==> config.mk <==
export PLATFORM = sky130hd
export DESIGN_NAME = mux_display_7seg
export DESIGN_NICKNAME = d
export VERILOG_FILES = /design/src/rtl/disp_pkg.sv /design/src/rtl/bcd_to_7seg.sv /design/src/rtl/mux_display_7seg.sv
export SDC_FILE = /design/constraint.sdc
export NUM_CORES = 1
export LEC_CHECK = 0
export BUFFER_PORTS_ARGS = -buffer_cell sky130_fd_sc_hd__clkbuf_2
export CAP_MARGIN = 20
export CORE_MARGIN = 2
export CORE_UTILIZATION = 56
export CTS_BUF_LIST = sky130_fd_sc_hd__clkbuf_16
export DETAILED_ROUTE_END_ITERATION = 7
export PLACE_DENSITY = 0.79
export SLEW_MARGIN = 30
export SYNTH_ARGS = -nofsm -noshare
export SYNTH_HDL_FRONTEND = slang
export SYNTH_SLANG_ARGS = --single-unit
==> constraint.sdc <==
create_clock -name clk -period 3.1 [get_ports clk]
set_clock_uncertainty 0.2 [all_clocks]
set_input_delay 0.155 -clock clk [delete_from_list [all_inputs] [get_ports clk]]
set_output_delay 0.155 -clock clk [all_outputs]
set_load 0.05 [all_outputs]
==> src/rtl/disp_pkg.sv <==
// Shared constants for the multiplexed 7-segment display: segment bit order and
// active-high glyph patterns (gfedcba) for BCD digits 0-9 plus blank.
package disp_pkg;

  localparam int unsigned SegW = 7;

  localparam int unsigned SegA = 0;
  localparam int unsigned SegB = 1;
  localparam int unsigned SegC = 2;
  localparam int unsigned SegD = 3;
  localparam int unsigned SegE = 4;
  localparam int unsigned SegF = 5;
  localparam int unsigned SegG = 6;

  localparam logic [SegW-1:0] Seg0     = 7'h3F;
  localparam logic [SegW-1:0] Seg1     = 7'h06;
  localparam logic [SegW-1:0] Seg2     = 7'h5B;
  localparam logic [SegW-1:0] Seg3     = 7'h4F;
  localparam logic [SegW-1:0] Seg4     = 7'h66;
  localparam logic [SegW-1:0] Seg5     = 7'h6D;
  localparam logic [SegW-1:0] Seg6     = 7'h7D;
  localparam logic [SegW-1:0] Seg7     = 7'h07;
  localparam logic [SegW-1:0] Seg8     = 7'h7F;
  localparam logic [SegW-1:0] Seg9     = 7'h6F;
  localparam logic [SegW-1:0] SegBlank = 7'h00;

endpackage

==> src/rtl/bcd_to_7seg.sv <==
// Combinational BCD to active-high 7-segment decoder; non-BCD codes A-F blank the digit.
module bcd_to_7seg
  import disp_pkg::*;
(
  input  logic [3:0]      bcd,
  output logic [SegW-1:0] seg
);

  always_comb begin
    seg = SegBlank;
    case (bcd)
      4'd0:    seg = Seg0;
      4'd1:    seg = Seg1;
      4'd2:    seg = Seg2;
      4'd3:    seg = Seg3;
      4'd4:    seg = Seg4;
      4'd5:    seg = Seg5;
      4'd6:    seg = Seg6;
      4'd7:    seg = Seg7;
      4'd8:    seg = Seg8;
      4'd9:    seg = Seg9;
      default: seg = SegBlank;
    endcase
  end

endmodule

==> src/rtl/mux_display_7seg.sv <==
// Multiplexed N-digit 7-segment driver: per-frame tear-free snapshot, anode scan with an
// all-off guard at the start of each slot, per-digit blink and decimal points.
module mux_display_7seg
  import disp_pkg::*;
#(
  parameter int unsigned N_DIG        = 6,
  parameter int unsigned PRESCALE     = 50000,
  parameter int unsigned GUARD        = 4,
  parameter int unsigned BLINK_FRAMES = 128,
  parameter bit          ACTIVE_LOW   = 1'b1
) (
  input  logic               clk,
  input  logic               reset,
  input  logic [4*N_DIG-1:0] digits_in,
  input  logic [N_DIG-1:0]   dp_in,
  input  logic [N_DIG-1:0]   blink_mask,
  input  logic               en,
  output logic [N_DIG-1:0]   an,
  output logic [SegW-1:0]    seg,
  output logic               dp,
  output logic               frame_tick
);

  localparam int unsigned SlotW  = $clog2(PRESCALE);
  localparam int unsigned IdxW   = (N_DIG > 1) ? $clog2(N_DIG) : 1;
  localparam int unsigned BlinkW = (BLINK_FRAMES > 1) ? $clog2(BLINK_FRAMES) : 1;

  logic [SlotW-1:0]       slot_cnt_q, slot_cnt_d;
  logic [IdxW-1:0]        idx_q, idx_d;
  logic [BlinkW-1:0]      blink_cnt_q, blink_cnt_d;
  logic                   blink_phase_q, blink_phase_d;
  logic [N_DIG-1:0][3:0]  digit_snap_q;
  logic [N_DIG-1:0]       dp_snap_q;
  logic [N_DIG-1:0]       blink_snap_q;
  logic [N_DIG-1:0]       an_q, an_d;
  logic [SegW-1:0]        seg_q, seg_d;
  logic                   dp_q, dp_d;
  logic                   frame_tick_q;

  logic                   slot_wrap;
  logic                   idx_last;
  logic                   frame_end;
  logic                   an_on;
  logic [N_DIG-1:0]       an_hi;
  logic [SegW-1:0]        cur_seg;

  bcd_to_7seg u_bcd_to_7seg (
    .bcd (digit_snap_q[idx_q]),
    .seg (cur_seg)
  );

  always_comb begin
    slot_wrap     = (slot_cnt_q == SlotW'(PRESCALE - 1));
    idx_last      = (idx_q == IdxW'(N_DIG - 1));
    frame_end     = slot_wrap && idx_last;

    slot_cnt_d    = slot_wrap ? '0 : slot_cnt_q + 1'b1;
    idx_d         = idx_q;
    if (slot_wrap) begin
      idx_d = idx_last ? '0 : idx_q + 1'b1;
    end

    blink_cnt_d   = blink_cnt_q;
    blink_phase_d = blink_phase_q;
    if (frame_end) begin
      if (blink_cnt_q == BlinkW'(BLINK_FRAMES - 1)) begin
        blink_cnt_d   = '0;
        blink_phase_d = ~blink_phase_q;
      end else begin
        blink_cnt_d = blink_cnt_q + 1'b1;
      end
    end
  end

  // Output stage sees the current scan state; results appear one cycle later.
  always_comb begin
    an_on = en && (slot_cnt_q >= SlotW'(GUARD)) && !(blink_phase_q && blink_snap_q[idx_q]);
    an_hi = '0;
    if (an_on) begin
      an_hi[idx_q] = 1'b1;
    end
    an_d  = an_hi ^ {N_DIG{ACTIVE_LOW}};
    seg_d = (an_on ? cur_seg : SegBlank) ^ {SegW{ACTIVE_LOW}};
    dp_d  = (an_on & dp_snap_q[idx_q]) ^ ACTIVE_LOW;
  end

  always_ff @(posedge clk) begin
    if (reset) begin
      slot_cnt_q    <= '0;
      idx_q         <= '0;
      blink_cnt_q   <= '0;
      blink_phase_q <= 1'b0;
      digit_snap_q  <= '0;
      dp_snap_q     <= '0;
      blink_snap_q  <= '0;
      an_q          <= {N_DIG{ACTIVE_LOW}};
      seg_q         <= {SegW{ACTIVE_LOW}};
      dp_q          <= ACTIVE_LOW;
      frame_tick_q  <= 1'b0;
    end else begin
      slot_cnt_q    <= slot_cnt_d;
      idx_q         <= idx_d;
      blink_cnt_q   <= blink_cnt_d;
      blink_phase_q <= blink_phase_d;
      if (frame_end) begin
        digit_snap_q <= digits_in;
        dp_snap_q    <= dp_in;
        blink_snap_q <= blink_mask;
      end
      an_q          <= an_d;
      seg_q         <= seg_d;
      dp_q          <= dp_d;
      frame_tick_q  <= frame_end;
    end
  end

  assign an         = an_q;
  assign seg        = seg_q;
  assign dp         = dp_q;
  assign frame_tick = frame_tick_q;

endmodule
-- Word-level counts from Yosys, hierarchy flattened
Memories as Yosys holds them, arrays and structs flattened.
Cells that the tools add are included.
- word-level logic and storage cells: 51
- ROM bits: 112
- memories: 1
- register bits: 78
- memories (name ; words ; width ; rd ports ; clocked after memory_dff ; write ports ; RTL line ; text):
    (no name shown) ; 16 ; 7 ; 1 ; 0 ; 0 ; bcd_to_7seg.sv:11 ; case (bcd)
- reductions and logical operators: 8
- multiplexer cells: 12
- add/subtract/negate cells: 3
- bitwise logic cells: 5
- equal/unequal tests: 3
- order comparisons: 3
- operators by type and width (cell ; number):
    $add A16 B1 Y16 const B ; 1
    $eq A16 B16 Y1 const B ; 1
    $ge A16 B3 Y1 const B ; 1
    $mux W7 ; 2
    $bmux W4 S3 ; 1
    $add A7 B1 Y7 const B ; 1
    $eq A7 B7 Y1 const B ; 1
    $not A7 Y7 ; 1
    $bmux W1 S3 ; 2
    $mux W6 ; 1
    $not A6 Y6 ; 1
    $logic_and A1 B1 Y1 ; 5
    $lt A3 B4 Y1 const B ; 1
    $mux W4 ; 1
    $add A3 B1 Y3 const B ; 1
    $demux W1 S3 ; 1
    $eq A3 B3 Y1 const B ; 1
    $ge A3 B1 Y1 const B ; 1
    $mux W1 ; 3
    $mux W3 ; 1
    $not A1 Y1 ; 2
    $reduce_and A2 Y1 ; 1
    $reduce_or A2 Y1 ; 1
    $and A1 B1 Y1 ; 1
    $logic_not A1 Y1 ; 1

-- Longest topological paths before layout
Gate-level depths: netlist of run 1.
- depth in word-level cells: 7
- mapped depth: 10
- depth with buffers taken out: 8

-- Modules after synthesis
From an unflattened synthesis of run 1, not the netlist that was laid out.
- cell total of the unflattened synthesis: 417
- area, all modules: 3545.9 µm²
- modules (own cells, without submodules) (module ; instances ; cells each ; area each (µm²) ; sequential area each (µm²)):
    mux_display_7seg ; 1 ; 389 ; 3326.9 ; 1561.5
    bcd_to_7seg ; 1 ; 28 ; 219.0 ; 0.0

-- Worst setup path after synthesis of run 1
OpenSTA, ideal clock, no wires.
- path kind: reg-to-reg
- from: register idx_q[1]
- to: register seg_q[6], in the netlist seg[6]
- period minus slack after synthesis: 2.234 ns
- arrival time: 1.909 ns
- cell stages (with the launch flop): 9
- buffers on the path: 1
- library setup time: 0.125 ns
- required time: 2.775 ns
- setup slack: 0.866 ns
- cells stage by stage: dfxtp_1 > buf_2 > mux4_2 > a21oi_1 > inv_1 > ha_1 > a21bo_2 > nor3b_1 > o21ai_0
- word-level cells in the longest chain between the ends: 7
- elaborated cells on any way between the ends: 10
- ends and longest elaborated chain (element ; RTL line ; text):
    from (decl) ; mux_display_7seg.sv:29 ; logic [IdxW-1:0] idx_q, idx_d;
    from (signal assigned) ; mux_display_7seg.sv:102 ; idx_q <= idx_d;
    branches (longest 5 deep; another with $mem_v2 Z16 W7) ; - ;
    $mux W7 (*) ; mux_display_7seg.sv:83 ; seg_d = (an_on ? cur_seg : SegBlank) ^ {SegW{ACTIVE_LOW}};
    $not A7 Y7 (no source line) (*) ; - ;
    to (signal assigned) ; mux_display_7seg.sv:97 ; seg_q <= {SegW{ACTIVE_LOW}};
    to (signal assigned) ; mux_display_7seg.sv:111 ; seg_q <= seg_d;
    to (decl) ; mux_display_7seg.sv:36 ; logic [SegW-1:0] seg_q, seg_d;
Every way passes the cells marked *. The select of a mux whose other input is x is not followed.
A chain may end at the register's enable or synchronous reset.

-- Final worst setup path of run 1
- from: register idx_q[1]
- to: register blink_cnt_q[5]
- word-level cells in the longest chain between the ends: 2
- ends and longest elaborated chain (element ; RTL line ; text):
    $eq A3 B3 Y1 ; mux_display_7seg.sv:54 ; idx_last = (idx_q == IdxW'(N_DIG - 1));
    $logic_and A1 B1 Y1 ; mux_display_7seg.sv:55 ; frame_end = slot_wrap && idx_last;
    to (signal assigned) ; mux_display_7seg.sv:103 ; blink_cnt_q <= blink_cnt_d;
    to (decl) ; mux_display_7seg.sv:30 ; logic [BlinkW-1:0] blink_cnt_q, blink_cnt_d;
Every way passes these cells.

==> results.txt, run 1 <==
The flow ran to the end, and the final reports show no timing, DRC or antenna violations. The post-synthesis average cell area came out at 8.459 µm². The static leakage came out at 0.001639 µW. The via count of the first global-routing pass came out at 2942.

The count of state elements after synthesis is 78. The time the worst path needs with I/O delays and setup came out at 2.695 ns. The number of DRC violations after detailed routing came out at 0. Summing the sequential cell areas from Yosys gives 45.58% of the chip area.

The highest layer used for signal routing is met4. The yosys synthesis warning count is 0. The via-per-instance ratio is 5.330.

The share of total power dissipated in combinational logic is 4.4%. The count of max-cap constraint violations came out at 0. The synthesized net count came out at 452. The floorplan step defined a die boundary enclosing 6759 µm². The category of the worst setup path capture point is a register.

The number of nets in the final layout is 536. The met1 wire length came out at 3622 µm. The switching power total is 452.0 µW. The worst hold-check path type is in2reg. The number of CTS-inserted buffers is 9.

In this run the standard cell core region covers 5921 µm². The largest vdd supply drop is 0.0004486 V. In this run the count of I/O pins placed on the die edge is 54. The cell-internal power is 1763 µW.

At the pin with the least slew margin, the transition time is 0.5538 ns. The total wire length after detailed routing is 8339 µm. The layout cell share with drive strength beyond 1 is 18.62%. The critical-path maximum fanout came out at 31. Once detailed placement completed, the half-perimeter wirelength came to 5299 µm. The initial standard-cell utilization of the core came out at 57.86%. The global-route wire length before repair came out at 13370 µm.

The clock network fraction of total power came out at 49.9%. In this run the cell area of the synthesized design comes to 3426 µm². The met2 layer wire length in the routed design is 4038 µm. Routability-driven placement finished with a final weighted congestion of 0.8702. The final setup slack of the worst path is 0.4046 ns. The number of pins exceeding their max-slew limit in the final report came out at 0. The number of core rows came out at 28. The switching share of total power is 20.41%. The longest clock path from root to sink contains 2 buffers. The clock input transition at the sequential cells of the worst setup and hold paths is 0.06 ns. The pre-antenna-repair detailed-routing pass consisted of 4 iterations. The final number of setup-violating endpoints is 0. The total vias in the final route came out at 3033. The count of antenna-violating nets left after detailed routing is 0. The gate count of the mapped netlist came out at 405.

TritonCTS built the clock tree. The post-place setup slack is 0.4884 ns. 0 antenna diodes ended up in the layout. The detailed-routed wire length on met3 came out at 500 µm. The maximum number of pins on one net before global-route repair came out at 51.

The share of the clock period used by the worst path after layout came out at 86.95%. The maximum clock frequency is 0.3710 GHz. The post-placement cell area is 3729 µm².

After detailed routing, the average wire length per cell comes to 14.66 µm. The quantity of gates resized following cts came out at 0. The clock latency reported for the late side of the worst-skew pair came out at 0.34 ns.

The clock net in this run drives a total of 78 sinks. The tree is rooted in a sky130_fd_sc_hd__clkbuf_16. Global routing consumed, over all layers together, 26.56% of the routing resources. The number of distinct library cells after synthesis came out at 50.

The register-to-register setup slack came out at 0.40 ns. The type of the worst setup path is reg2reg. The worst path arrival time came out at 2.76 ns. Yosys mapped a number of flops with a built-in enable equal to 0. The count of final hold-check violations came to 0.

The summed area of non-filler cells in the final layout came out at 4404 µm². The chip width is 82.22 µm. STA classifies the critical path startpoint as a register. Setup repair after global routing left no endpoint under its margin.

The relative max-transition margin is 63.08%. The async set-reset flop share out of synthesis is 0%. The die extent in y came out at 82.22 µm. The detailed router finished its first iteration with 242 violations.

Sequential cells account for 45.7% of the total power. The total overflow left after global routing is 0. Setup total negative slack on the finished layout was measured at 0 ns. The area added between synthesis and finish is 28.56%. The number of antenna violations at the first check in global routing came out at 0.

The required time of the critical path came out at 3.16 ns. The total number of H-tree levels came out at 3. The quantity of I/O buffers inserted on ports came out at 53. Dividing total power by cell area gives a power density of 502.8 nW/µm². The most used flip-flop cell after synthesis is sky130_fd_sc_hd__dfxtp_1.
## per-layer routing
layer	vias up	GRT usage [%]
met3	17	5.978
met2	101	44.03
met4	0	11.50
li1	1543	-
met5	-	0
met1	1372	33.08
## final timing paths
| check | start | cells past startpoint | to |
|---|---|---|---|
| setup / recovery | idx_q[1] | 6 | blink_cnt_q[5] |
| hold / removal | reset | 4 | an[5] |
| setup reg to reg | idx_q[1] | 6 | blink_cnt_q[5] |
| hold reg to reg | digit_snap_q[3] | 2 | digit_snap_q[3] |
## final cells by class
type / count / area (µm²)
multi-input combinational: 295 / 1722
timing repair buffer: 96 / 678.2
fill: 417 / 1516
clock inverter: 7 / 90.09
sequential: 78 / 1562
inverter: 9 / 33.78
tap: 75 / 93.84
clock buffer: 9 / 225.2
## sequential cells by signal, indices dropped and copies added, names as in the netlist
register,cells
digit_snap_q,24
slot_cnt_q,16
blink_cnt_q,7
seg,7
an,6
blink_snap_q,6
dp_snap_q,6
idx_q,3
blink_phase_q,1
dp,1
frame_tick,1
## synth_stat cells (all sizes together) (5+ instances only)
| library cell | instances | area [µm²] |
|---|---|---|
| xnor2 | 7 | 61.31 |
| mux2 | 7 | 78.83 |
| o21ai | 11 | 55.05 |
| inv | 9 | 33.78 |
| xor2 | 10 | 87.58 |
| or3 | 5 | 31.28 |
| clkbuf | 13 | 48.80 |
| ha | 8 | 100.1 |
| dfxtp | 78 | 1562 |
| nor2 | 33 | 123.9 |
| nand2 | 91 | 341.6 |
| nand3 | 11 | 67.57 |
| nand4 | 7 | 43.79 |
| a21oi | 51 | 255.2 |
| buf | 10 | 60.06 |
| nor3 | 6 | 35.03 |
## what timing repair did
action | CTS | global route
hold buffers | 36 | 0
setup buffers | 0 | 0
endpoints found under the hold margin | 36 | 0
## critical path: stages, from the launching register on
cell	delay, ns
sky130_fd_sc_hd__dfxtp_1	0.42
sky130_fd_sc_hd__buf_4	0.22
sky130_fd_sc_hd__nor2b_1	0.21
sky130_fd_sc_hd__and2_0	0.42
sky130_fd_sc_hd__nand3_4	0.36
sky130_fd_sc_hd__or4_1	0.60
sky130_fd_sc_hd__a21oi_1	0.17
## cells in the final DEF (no fill, tap or decap), types with 3 or more instances in the layout
cell	Yosys	final
sky130_fd_sc_hd__a21oi_1	51	51
sky130_fd_sc_hd__and2_1	3	3
sky130_fd_sc_hd__and3_1	4	4
sky130_fd_sc_hd__buf_4	4	7
sky130_fd_sc_hd__clkbuf_16	0	9
sky130_fd_sc_hd__clkbuf_2	0	53
sky130_fd_sc_hd__dfxtp_1	78	78
sky130_fd_sc_hd__dlygate4sd3_1	0	36
sky130_fd_sc_hd__ha_1	8	8
sky130_fd_sc_hd__inv_1	9	10
sky130_fd_sc_hd__mux2_2	7	7
sky130_fd_sc_hd__mux2i_1	4	4
sky130_fd_sc_hd__mux4_2	4	4
sky130_fd_sc_hd__nand2_1	91	91
sky130_fd_sc_hd__nand3_1	10	10
sky130_fd_sc_hd__nand3b_1	4	4
sky130_fd_sc_hd__nand4_1	7	7
sky130_fd_sc_hd__nor2_1	33	33
sky130_fd_sc_hd__nor3_1	5	5
sky130_fd_sc_hd__o21ai_0	10	10
sky130_fd_sc_hd__or3_1	5	5
sky130_fd_sc_hd__xnor2_1	7	7
sky130_fd_sc_hd__xor2_1	10	10
## stage by stage
step | instances | util, % | hold slack, ns | total power [µW]
floorplan | 405 | - | 0.09545 | 1062
global placement | 517 | 62.98 | 0.1847 | 1091
detailed placement | 517 | 62.98 | 0.1864 | 1093
CTS | 569 | 74.39 | 0.01693 | 2225
global route | 569 | 74.39 | 0.03395 | 2280
finish | 569 | 74.39 | 0.03818 | 2215
## power by group through the flow
stage	clock [µW]	combinational [µW]	sequential [µW]
after floorplan	0	22.1	1040
after global placement	0	58.4	1030
after detailed placement	0	59.3	1030
after CTS	1120	94.9	1010
after global routing	1160	106	1010
final	1110	97.5	1010
## kinds of logic after synthesis
family,Yosys count,synth area share (%)
multiplexers,15,6.100
adder cells (fa/ha/maj),8,2.922
buffers and inverters,32,4.164
XOR/XNOR,17,4.346
AND/OR/NAND/NOR,177,23.81
flip-flops,78,45.58
AO/OA/AOI/OAI,78,13.08
Note: power is estimated with default switching activity, not from simulation.
==> inputs of run 2 (changes only) <==
Settings changed: BUFFER_PORTS_ARGS -buffer_cell sky130_fd_sc_hd__clkbuf_2 to unset, CORE_UTILIZATION 56 to 62, DONT_BUFFER_PORTS set to 1, PLACE_DENSITY 0.79 to 0.78.
==> run 2 against run 1 <==
Effect of this change:
- sequential power barely moved
- clock power is 12% lower
- final cell count fell by 9.3%
- wire length shrank 0.46%
- flip-flop and latch count did not move
- setup slack lost 0.20 ns
- maximum frequency is 6.8% lower
- critical path depth grew 1
- register-to-register slack worse by 0.20 ns
- final area shrank 5.5%
==> results.txt, run 2 (synthesized netlist as in run 1, its figures left out) <==
The combinational group share of total power came out at 3.3% (-1.1 points). The number of buffers on the longest clock path came out at 2 (unchanged). The run finished with clean final reports. The required time of the critical path was 3.18 ns (+0.02 ns).

The average wire per standard cell is 16.09 µm (+9.8%). The tightest min-delay check is of the in2reg type. The worst setup path is launched from a register. On the critical path, the stage with the largest delay is an instance of sky130_fd_sc_hd__or4_4. The via-per-instance ratio is 5.835 (+9.5%).

The layout cell share with drive strength beyond 1 came out at 8.108% (-11 points). The number of pins exceeding their max-slew limit in the final report came out at 0 (unchanged). The core area is 5405 µm² (-8.7%).

The total wire length after detailed routing is 8301 µm (-0.46%). The measured slew at the worst slew-check pin is 0.5952 ns (+0.04138 ns). The routing usage on met1 is 35.53% (+2.4 points).

The number of antenna violations at the first check in global routing came out at 0 (unchanged). The share of power burned in registers is 49.3% (+3.6 points). The die extent in y was 78.34 µm (-4.7%). met2 is the most crowded layer. The met2 usage in global routing was 47.84% (+3.8 points). The fill cell instance count of the final layout is 360 (-14%).

The largest vdd supply drop is 0.0003354 V (-25%). The total vias in the final route is 3011 (-0.73%). The number of placed I/O pins came out at 54 (unchanged).

The switching share of total power came out at 20.08% (-0.33 points). The sink count of the clock tree was 78 (unchanged). The cell-internal power was 1652 µW (-6.3%). The global-route wire length before repair is 13500 µm (+0.98%).

The clock latency reported for the late side of the worst-skew pair is 0.33 ns (about the same). The critical-path maximum fanout was 38 (+23%). The clock network fraction of total power is 47.4% (-2.5 points). The final core utilization is 76.97% (+2.6 points). The count of antenna-violating nets left after detailed routing was 0 (unchanged). The number of antenna cells inserted is 0 (unchanged). Leaving out fill and tap cells, the most frequent cell in the layout is sky130_fd_sc_hd__nand2_1. The largest registers in the layout are digit_snap_q: 24 flops, slot_cnt_q: 16 flops. The summed area of non-filler cells in the final layout is 4160 µm² (-5.5%). The placer congestion estimate is 0.8498 (-2.3%).

The switching power total was 415.0 µW (-8.2%). The total number of H-tree levels came out at 3 (unchanged). The number of violations reported at the end of detailed-routing iteration 0 was 207 (-14%). The power density over the cells came to 496.9 nW/µm² (-1.2%).

The flip-flop count of the largest register after layout is 24 (unchanged). The post-placement cell area came out at 3452 µm² (-7.4%). The via count of the first global-routing pass is 2900 (-1.4%). The final-layout setup total negative slack came to 0 ns (unchanged). The number of nets in the final layout was 488 (-9.0%). The number of CTS-inserted buffers is 9 (unchanged). The count of final hold-check violations was 0 (unchanged). The relative max-transition margin is 60.32% (-2.8 points). The number of DRC violations after detailed routing is 0 (unchanged). The maximum number of pins on one net before global-route repair was 51 (unchanged).

The type of the worst setup path is reg2reg. The time the worst path needs with I/O delays and setup is 2.892 ns (+0.1971 ns). The worst path arrival time is 2.97 ns (+0.21 ns). The clock input transition at the sequential cells of the worst setup and hold paths is 0.05 ns (about the same).

The count of max-cap constraint violations came to 0 (unchanged). STA classifies the critical path endpoint as a register. The final total power is 2067 µW (-6.7%). The area added between synthesis and finish came out at 21.44%. The placed wire-length estimate is 4986 µm (-5.9%). The chip width came out at 78.34 µm (-4.7%). The initial standard-cell utilization of the core is 63.38% (+5.5 points). The static leakage was 0.001467 µW (-11%). Leaving out fill and tap cells, the most frequent cells in the layout are sky130_fd_sc_hd__nand2_1 (91), sky130_fd_sc_hd__dfxtp_1 (78), sky130_fd_sc_hd__a21oi_1 (51).

The final number of setup-violating endpoints was 0 (unchanged). The worst stage delay on the critical path came out at 0.55 ns (-0.05 ns). The number of core rows came out at 27 (-3.6%). The final global-route overflow total came out at 0 (unchanged). The maximum clock frequency is 0.3457 GHz (-6.8%). The floorplan die area came out at 6136 µm² (-9.2%).

The routing usage on met3 is 6.782% (+0.80 points). The all-layer global routing usage is 28.61% (+2.1 points). Walking the worst path, the cells encountered are or4_4, nor2b_2, and3_1, buf_4, nand2_1, a21oi_1, dlygate4sd3_1.

The quantity of I/O buffers inserted on ports is 0 (-100%). The root buffer cell chosen for the clock tree is sky130_fd_sc_hd__clkbuf_16. Ranked by flip-flop count, first place goes to digit_snap_q. The length of the first detailed-routing pass in iterations came out at 5 (+1).

Setup repair after global routing left no endpoint under its margin. The clock tree from TritonCTS is yes. The share of the clock period used by the worst path after layout was 93.31% (+6.4 points).
==> run 2: cell types whose count changed in the layout (fill, tap and decap cells not counted) <==
cell / previous run / this run
sky130_fd_sc_hd__and2_0: 1 / 0
sky130_fd_sc_hd__nor3_4: 0 / 1
sky130_fd_sc_hd__buf_12: 0 / 1
sky130_fd_sc_hd__dlygate4sd3_1: 36 / 41
sky130_fd_sc_hd__clkbuf_2: 53 / 0
sky130_fd_sc_hd__nor3_2: 1 / 0
sky130_fd_sc_hd__buf_4: 7 / 6
sky130_fd_sc_hd__bufinv_16: 2 / 1
sky130_fd_sc_hd__inv_1: 10 / 12
sky130_fd_sc_hd__and2_1: 3 / 4
sky130_fd_sc_hd__clkinv_1: 1 / 0
sky130_fd_sc_hd__clkinv_4: 2 / 0
==> run 2: final timing paths <==
kind / from / to / slack (ns) / cells past startpoint
hold reg to reg: digit_snap_q[12] / digit_snap_q[12] / 0.26 / 2
setup / recovery: slot_cnt_q[13] / digit_snap_q[15] / 0.21 / 7
setup reg to reg: slot_cnt_q[13] / digit_snap_q[15] / 0.21 / 7
hold / removal: reset / slot_cnt_q[0] / 0.21 / 2
==> run 2: worst max-delay path, delay by kind of cell (launching register included) <==
kind / cells / cell delay (ns)
and+or+nand+nor: 4 / 1.21
buffers and inverters: 2 / 0.90
DFF: 1 / 0.34
AOI/OAI and AO/OA: 1 / 0.18
==> run 2: through the flow <==
stage,std cells,hold WS [ns],setup WS [ns]
floorplan,405,0.09545,0.8663
global placement,460,0.02833,0.6680
detailed placement,460,0.03022,0.5653
CTS,516,0.2104,0.2118
finish,516,0.2081,0.2075
global route,516,0.2565,0.004776
==> run 2: timing repair <==
| item | CTS | global route |
|---|---|---|
| hold buffers | 42 | 0 |
| hold endpoints to repair | 51 | 0 |
| resized for setup | 0 | 2 |
| setup endpoints to repair | 0 | 4 |
| buffers inserted | 0 | 0 |
==> run 2: power groups by stage <==
stage	combinational, µW	sequential (µW)	clock (µW)
finish	68.3	1020	980
global route	74.3	1020	1030
CTS	66.4	1020	987
detailed placement	17.2	1040	0
global placement	16.3	1040	0
floorplan	22.1	1040	0
==> run 2: cell type report <==
| cell class | count | area [µm²] | share of cell area, % |
|---|---|---|---|
| well taps | 72 | 90.09 | 2.165 |
| flip-flops and latches | 78 | 1562 | 37.53 |
| multi-input cells | 295 | 1728 | 41.53 |
| inverters | 9 | 33.78 | 0.8120 |
| clock inverters | 5 | 46.29 | 1.113 |
| repair buffers | 48 | 475.5 | 11.43 |
| clock buffers | 9 | 225.2 | 5.414 |
==> run 2: per-layer routing <==
layer,vias up,wire [µm]
li1,1449,-
met2,109,4075
met4,0,193
met5,-,0
met3,19,495
met1,1434,3535
